[src/rtl/muldiv_pkg.sv]
// Shared encodings and constants for the HI/LO multiply/divide sequencer.
package muldiv_pkg;

  localparam int unsigned DIV_ITERS = 32;

  localparam logic [1:0] MD_MULT  = 2'b00;
  localparam logic [1:0] MD_MULTU = 2'b01;
  localparam logic [1:0] MD_DIV   = 2'b10;
  localparam logic [1:0] MD_DIVU  = 2'b11;

  typedef enum logic [1:0] {
    ST_IDLE = 2'd0,
    ST_MUL  = 2'd1,
    ST_DIV  = 2'd2,
    ST_DONE = 2'd3
  } state_e;

endpackage

[src/rtl/muldiv_ctrl_div_core.sv]
// Unsigned restoring shift-subtract divider; one quotient bit per step.
module div_core
  import muldiv_pkg::*;
#(
  parameter int unsigned WIDTH = 32
) (
  input  logic             clk,
  input  logic             rst,
  input  logic             load,
  input  logic             step,
  input  logic [WIDTH-1:0] dividend,
  input  logic [WIDTH-1:0] divisor,
  output logic             last_c,
  output logic [WIDTH-1:0] rem_c,
  output logic [WIDTH-1:0] quo_c
);

  localparam int unsigned CNT_W = $clog2(DIV_ITERS);

  logic [WIDTH-1:0] rem_q, rem_d;
  logic [WIDTH-1:0] quo_q, quo_d;
  logic [WIDTH-1:0] dvs_q, dvs_d;
  logic [CNT_W-1:0] cnt_q, cnt_d;
  logic [WIDTH:0]   trial;
  logic             fits;

  // Result of the current iteration, exposed so the caller can capture the final bit.
  always_comb begin
    trial  = {rem_q, quo_q[WIDTH-1]};
    fits   = trial >= {1'b0, dvs_q};
    rem_c  = fits ? WIDTH'(trial - {1'b0, dvs_q}) : trial[WIDTH-1:0];
    quo_c  = {quo_q[WIDTH-2:0], fits};
    last_c = (cnt_q == CNT_W'(DIV_ITERS - 1));
  end

  always_comb begin
    rem_d = rem_q;
    quo_d = quo_q;
    dvs_d = dvs_q;
    cnt_d = cnt_q;
    if (load) begin
      rem_d = '0;
      quo_d = dividend;
      dvs_d = divisor;
      cnt_d = '0;
    end else if (step) begin
      rem_d = rem_c;
      quo_d = quo_c;
      cnt_d = cnt_q + CNT_W'(1);
    end
  end

  always_ff @(posedge clk or posedge rst) begin
    if (rst) begin
      rem_q <= '0;
      quo_q <= '0;
      dvs_q <= '0;
      cnt_q <= '0;
    end else begin
      rem_q <= rem_d;
      quo_q <= quo_d;
      dvs_q <= dvs_d;
      cnt_q <= cnt_d;
    end
  end

endmodule

[src/rtl/muldiv_ctrl.sv]
// EX-stage HI/LO sequencer: one-cycle multiply, 32-step divide, stall and write strobe.
module muldiv_ctrl
  import muldiv_pkg::*;
#(
  parameter int unsigned WIDTH = 32
) (
  input  logic             clk,
  input  logic             rst,
  input  logic             start,
  input  logic [1:0]       op,
  input  logic [WIDTH-1:0] a,
  input  logic [WIDTH-1:0] b,
  input  logic             cancel,
  output logic             stall,
  output logic             busy,
  output logic             hilo_we,
  output logic [WIDTH-1:0] hi,
  output logic [WIDTH-1:0] lo
);

  state_e           state_q, state_d;
  logic [WIDTH-1:0] a_q, a_d, b_q, b_d;
  logic [WIDTH-1:0] hi_q, hi_d, lo_q, lo_d;
  logic             signed_q, signed_d;
  logic             neg_q, neg_d;
  logic             asign_q, asign_d;

  logic             signed_op, is_div;
  logic [WIDTH-1:0] a_mag, b_mag;
  logic [2*WIDTH-1:0] mul_ax, mul_bx, prod;
  logic             div_load, div_step, div_last;
  logic [WIDTH-1:0] div_rem, div_quo;

  div_core #(.WIDTH(WIDTH)) u_div (
    .clk      (clk),
    .rst      (rst),
    .load     (div_load),
    .step     (div_step),
    .dividend (a_mag),
    .divisor  (b_mag),
    .last_c   (div_last),
    .rem_c    (div_rem),
    .quo_c    (div_quo)
  );

  // Operand decode and magnitudes for the divider, taken straight from EX in the accept cycle.
  always_comb begin
    signed_op = (op == MD_MULT) || (op == MD_DIV);
    is_div    = (op == MD_DIV) || (op == MD_DIVU);
    a_mag     = (signed_op && a[WIDTH-1]) ? -a : a;
    b_mag     = (signed_op && b[WIDTH-1]) ? -b : b;
    mul_ax    = signed_q ? {{WIDTH{a_q[WIDTH-1]}}, a_q} : {{WIDTH{1'b0}}, a_q};
    mul_bx    = signed_q ? {{WIDTH{b_q[WIDTH-1]}}, b_q} : {{WIDTH{1'b0}}, b_q};
    prod      = mul_ax * mul_bx;
  end

  always_comb begin
    state_d  = state_q;
    a_d      = a_q;
    b_d      = b_q;
    hi_d     = hi_q;
    lo_d     = lo_q;
    signed_d = signed_q;
    neg_d    = neg_q;
    asign_d  = asign_q;
    div_load = 1'b0;
    div_step = 1'b0;
    case (state_q)
      ST_IDLE: begin
        if (start && !cancel) begin
          a_d      = a;
          b_d      = b;
          signed_d = signed_op;
          if (!is_div) begin
            state_d = ST_MUL;
          end else if (b == '0) begin
            hi_d    = a;
            lo_d    = '1;
            state_d = ST_DONE;
          end else begin
            div_load = 1'b1;
            neg_d    = signed_op && (a[WIDTH-1] ^ b[WIDTH-1]);
            asign_d  = signed_op && a[WIDTH-1];
            state_d  = ST_DIV;
          end
        end
      end
      ST_MUL: begin
        if (cancel) begin
          state_d = ST_IDLE;
        end else begin
          {hi_d, lo_d} = prod;
          state_d      = ST_DONE;
        end
      end
      ST_DIV: begin
        if (cancel) begin
          state_d = ST_IDLE;
        end else begin
          div_step = 1'b1;
          // Final bit arrives this cycle, so the sign fix works on the core's next value.
          if (div_last) begin
            lo_d    = neg_q ? -div_quo : div_quo;
            hi_d    = asign_q ? -div_rem : div_rem;
            state_d = ST_DONE;
          end
        end
      end
      ST_DONE: state_d = ST_IDLE;
      default: state_d = ST_IDLE;
    endcase
  end

  always_ff @(posedge clk or posedge rst) begin
    if (rst) begin
      state_q  <= ST_IDLE;
      a_q      <= '0;
      b_q      <= '0;
      hi_q     <= '0;
      lo_q     <= '0;
      signed_q <= 1'b0;
      neg_q    <= 1'b0;
      asign_q  <= 1'b0;
    end else begin
      state_q  <= state_d;
      a_q      <= a_d;
      b_q      <= b_d;
      hi_q     <= hi_d;
      lo_q     <= lo_d;
      signed_q <= signed_d;
      neg_q    <= neg_d;
      asign_q  <= asign_d;
    end
  end

  assign stall   = ((state_q == ST_IDLE) && start && !cancel) ||
                   (state_q == ST_MUL) || (state_q == ST_DIV);
  assign busy    = (state_q != ST_IDLE);
  assign hilo_we = (state_q == ST_DONE) && !cancel;
  assign hi      = hi_q;
  assign lo      = lo_q;

endmodule

[config.mk]
export PLATFORM = sky130hd
export DESIGN_NAME = muldiv_ctrl
export DESIGN_NICKNAME = d
export VERILOG_FILES = /design/src/rtl/muldiv_pkg.sv /design/src/rtl/muldiv_ctrl_div_core.sv /design/src/rtl/muldiv_ctrl.sv
export SDC_FILE = /design/constraint.sdc
export NUM_CORES = 2
export LEC_CHECK = 0
export BUFFER_PORTS_ARGS = -buffer_cell sky130_fd_sc_hd__clkbuf_2
export CORE_MARGIN = 2
export CORE_UTILIZATION = 60
export CTS_CLUSTER_SIZE = 30
export DETAILED_ROUTE_END_ITERATION = 10
export PLACE_DENSITY = 0.89
export REMOVE_ABC_BUFFERS = 1
export SETUP_SLACK_MARGIN = 0.5
export SYNTH_ARGS = -nofsm -noshare
export SYNTH_HDL_FRONTEND = slang
export SYNTH_SLANG_ARGS = --single-unit
[constraint.sdc]
create_clock -name clk -period 13.19 [get_ports clk]
set_clock_uncertainty 0.15 [all_clocks]
set_input_delay 1.319 -clock clk [delete_from_list [all_inputs] [get_ports clk]]
set_output_delay 1.319 -clock clk [all_outputs]
set_load 0.005 [all_outputs]
==> flow_metrics.tcl <==
set metrics [dict create \
    placed_cell_area_mm2 0.0643 \
    cp-start-kind "flop" \
    avgRoutedWirePerCell_um 22.8 \
    antenna_found_initial 10 \
    dr.pass1.iters 6 \
    ys.flop_type "dfrtp_1" \
    wirelength_um 184000 \
    hold_end "hi[1]" \
    ys_seq_elements 234 \
    worstSetupEndpointType "flop" \
    crit_required_ns 13.44 \
    cpMostUsedCell "fa_1" \
    cts_resized 0 \
    postRouteAntennaNets 0 \
    postCtsSetupBuffers 0 \
    worstPathMaxFanout 18 \
    yosys.area.top_type "fa_1" \
    worst_pin_slew_ns 1.44 \
    synthCells 6778 \
    synth-edff-count 0 \
    grt_pass1_vias 53132 \
    cp_slowest_cell "fa_1" \
    grt_max_degree 96 \
    grt_overflow_total 0 \
    regArea_mm2 0.00587 \
    arrival_ns 11.38 \
    htreeDepth 1 \
    path_class "flop to flop" \
    clock_latency_ns 0.57 \
    layout.cells.non_filler 8096 \
    max_stage_delay_ns 0.85 \
    place.gp.congestion 1.02 \
    grt_pass1_wl_um 293000 \
    seq_area_frac_synth_pct 9.37 \
    drive_gt1_share_pct 5.56 \
    hold_path_class "flop to flop" \
    cts_hold_buf 0 \
    multi_input_area_mm2 0.0494 \
    cap_viol_max_count 0 \
    die_w_um 327 \
    worstSetupStartpoint "a_q[31]" \
    status "completed" \
    nets 8530 \
    synth_warnings 0 \
    fmax_mhz 89.8 \
    syn-cell-area_mm2 0.0625 \
    tns_ns 0 \
    route.detailed.drc 0 \
    drt_iter0_markers 4767 \
    r2r_setup_slack_ns 2.06 \
    viasPerCell 5.98 \
    cts.clk_slew.worst_paths_ns 0.07 \
    hold_slack_ns 0.329 \
    vias 48420 \
    rows 118 \
    synth_cell_types 80 \
    clock_path_buffers 3 \
    grt_usage_pct 35.7 \
    dp_cells 8042 \
    cts_root_buf "clkbuf_16" \
    whs_path_depth 1 \
    die_h_um 327 \
    cts_tree "done" \
    ios 137 \
    dp_hpwl_um 148000 \
    synthArstFlopShare_pct 100 \
    hp-start "hi[1]" \
    n_fill_cell 8042 \
    start_util_pct 60.4 \
    r2r_end "hi[27]" \
    max_slew_margin_pct 4.14 \
    period_share_pct 84.4 \
    die-area_mm2 0.107 \
    hold_viol 0 \
    rsz0062_at_grt "false" \
    syn_to_final_growth_pct 4.44 \
    core_area_mm2 0.103 \
    drv_slew 0 \
    final_area_mm2 0.0652 \
    final-setup-viol-count 0 \
    reg2reg_from "a_q[31]" \
    reg2reg_depth 27 \
    portBuffers 136 \
    cts-buffers-inserted 26 \
    synth.area.top_cells "fa_1 46%, inv_1 9.6%, dfrtp_1 9.4%, ha_1 7.0%, and2_1 5.8%" \
    period_minus_slack_ns 11.13 \
    synth_top_area_share_pct 45.5 \
    avgSynthCellArea_um2 9.22 \
    cts_sinks 234 \
]
-- final cells by class --
type,instances,share of cell area [%]
clock buffers,30,1.05
clock inverters,18,0.374
repair buffers,221,2.02
multi-input cells,4613,75.7
diodes,6,0.0230
well taps,1380,2.65
inverters,1594,9.18
flip-flops and latches,234,8.99
-- worst max path at each step --
stage | endpoint | slack, ns | depth (start not counted)
after floorplan | hi[29] | 3.11 | 30
after global placement | hi[29] | 2.64 | 30
after detailed placement | hi[29] | 2.46 | 30
after CTS | hi[27] | 2.39 | 30
after global routing | hi[27] | 1.72 | 27
final | hi[27] | 2.06 | 27
-- state kept, by name, indices dropped and copies added (netlist names) --
signal and count:
neg_q 1, u_div.cnt_q 5, u_div.dvs_q 32, b_q 32
asign_q 1, a_q 32, state_q 2, signed_q 1
u_div.quo_q 32, lo 32, hi 32, u_div.rem_q 32
-- metal layers --
layer,share of wire (%),wire [um],up-vias,global-route usage [%]
li1,-,-,20144,-
met1,35,64400,24314,44.3
met2,46,85200,3042,56.6
met3,11,19400,912,7.81
met4,8.3,15300,8,23.6
met5,0.027,50,-,0
-- critical path: cells and delay by family, from the launching register on --
family          cells  cell delay [ns]
compound gates      6             2.15
xor+xnor            1             0.18
fa+ha+maj          11             5.95
buf+inv             5             0.58
flops               1             0.36
simple gates        4             1.59
-- cells in the mapped netlist (all sizes together), types with 7 or more instances --
cell type and instances:
xor2 79, inv 1594, and2 581, mux2i 13, nand2 738, a221oi 40, nor2b 15, a22oi 9
a31o 9, a211oi 50, buf 14, a21o 47, clkbuf 323, a311oi 7, mux2 60, nand2b 17
nand3 28, and4 7, o21ai 150, fa 1420, or3 22, a2111oi 10, o21a 13, o211ai 17
o31ai 34, a31oi 58, o41ai 12, nor2 246, and3 34, xnor2 180, nor4 20, o21bai 15
dfrtp 234, or4 14, nand4 19, nor3 50, a21oi 177, ha 350
-- layout by cell type (no fill, tap or decap), types with 18 or more instances in the layout --
cell,netlist,final
a21o_1,47,47
and2_1,581,580
mux2_2,60,60
xor2_1,79,79
clkbuf_16,0,26
nor2_1,245,243
a31oi_1,58,58
nor4_1,18,18
nor3_1,50,50
nand2_1,738,734
fa_1,1420,1420
a21oi_1,176,176
nand4_1,19,19
and3_1,34,34
o31ai_1,34,34
buf_4,1,85
nand3_1,28,28
or3_1,22,22
clkbuf_2,0,136
a221oi_1,40,40
a211oi_1,47,47
dfrtp_1,234,226
xnor2_1,180,180
ha_1,350,348
o21ai_0,146,146
inv_1,1593,1592
-- cell families (layout without fill, tap and decap cells) --
| kind of cell | after synthesis | count (layout) | share of synthesized area [%] |
|---|---|---|---|
| adder cells (fa/ha/maj) | 1772 | 1772 | 52.6 |
| multiplexers | 73 | 73 | 1.29 |
| AO/OA/AOI/OAI | 702 | 702 | 7.37 |
| XOR/XNOR | 259 | 259 | 3.63 |
| other | 0 | 6 | 0 |
| AND/OR/NAND/NOR | 1807 | 1807 | 14.2 |
| buffers and inverters | 1931 | 1863 | 11.6 |
| flip-flops | 234 | 234 | 9.37 |
-- per-stage QoR --
stage / worst slack, ns / utilization (%)
CTS: 2.39 / 63.1
detailed placement: 2.46 / 62.2
global placement: 2.64 / 62.2
floorplan: 3.11 / -
finish: 2.06 / 63.1
global route: 1.72 / 63.1
Power is not shown: default switching activity piles up to over one toggle a cycle in this logic, so the estimate is an artifact.
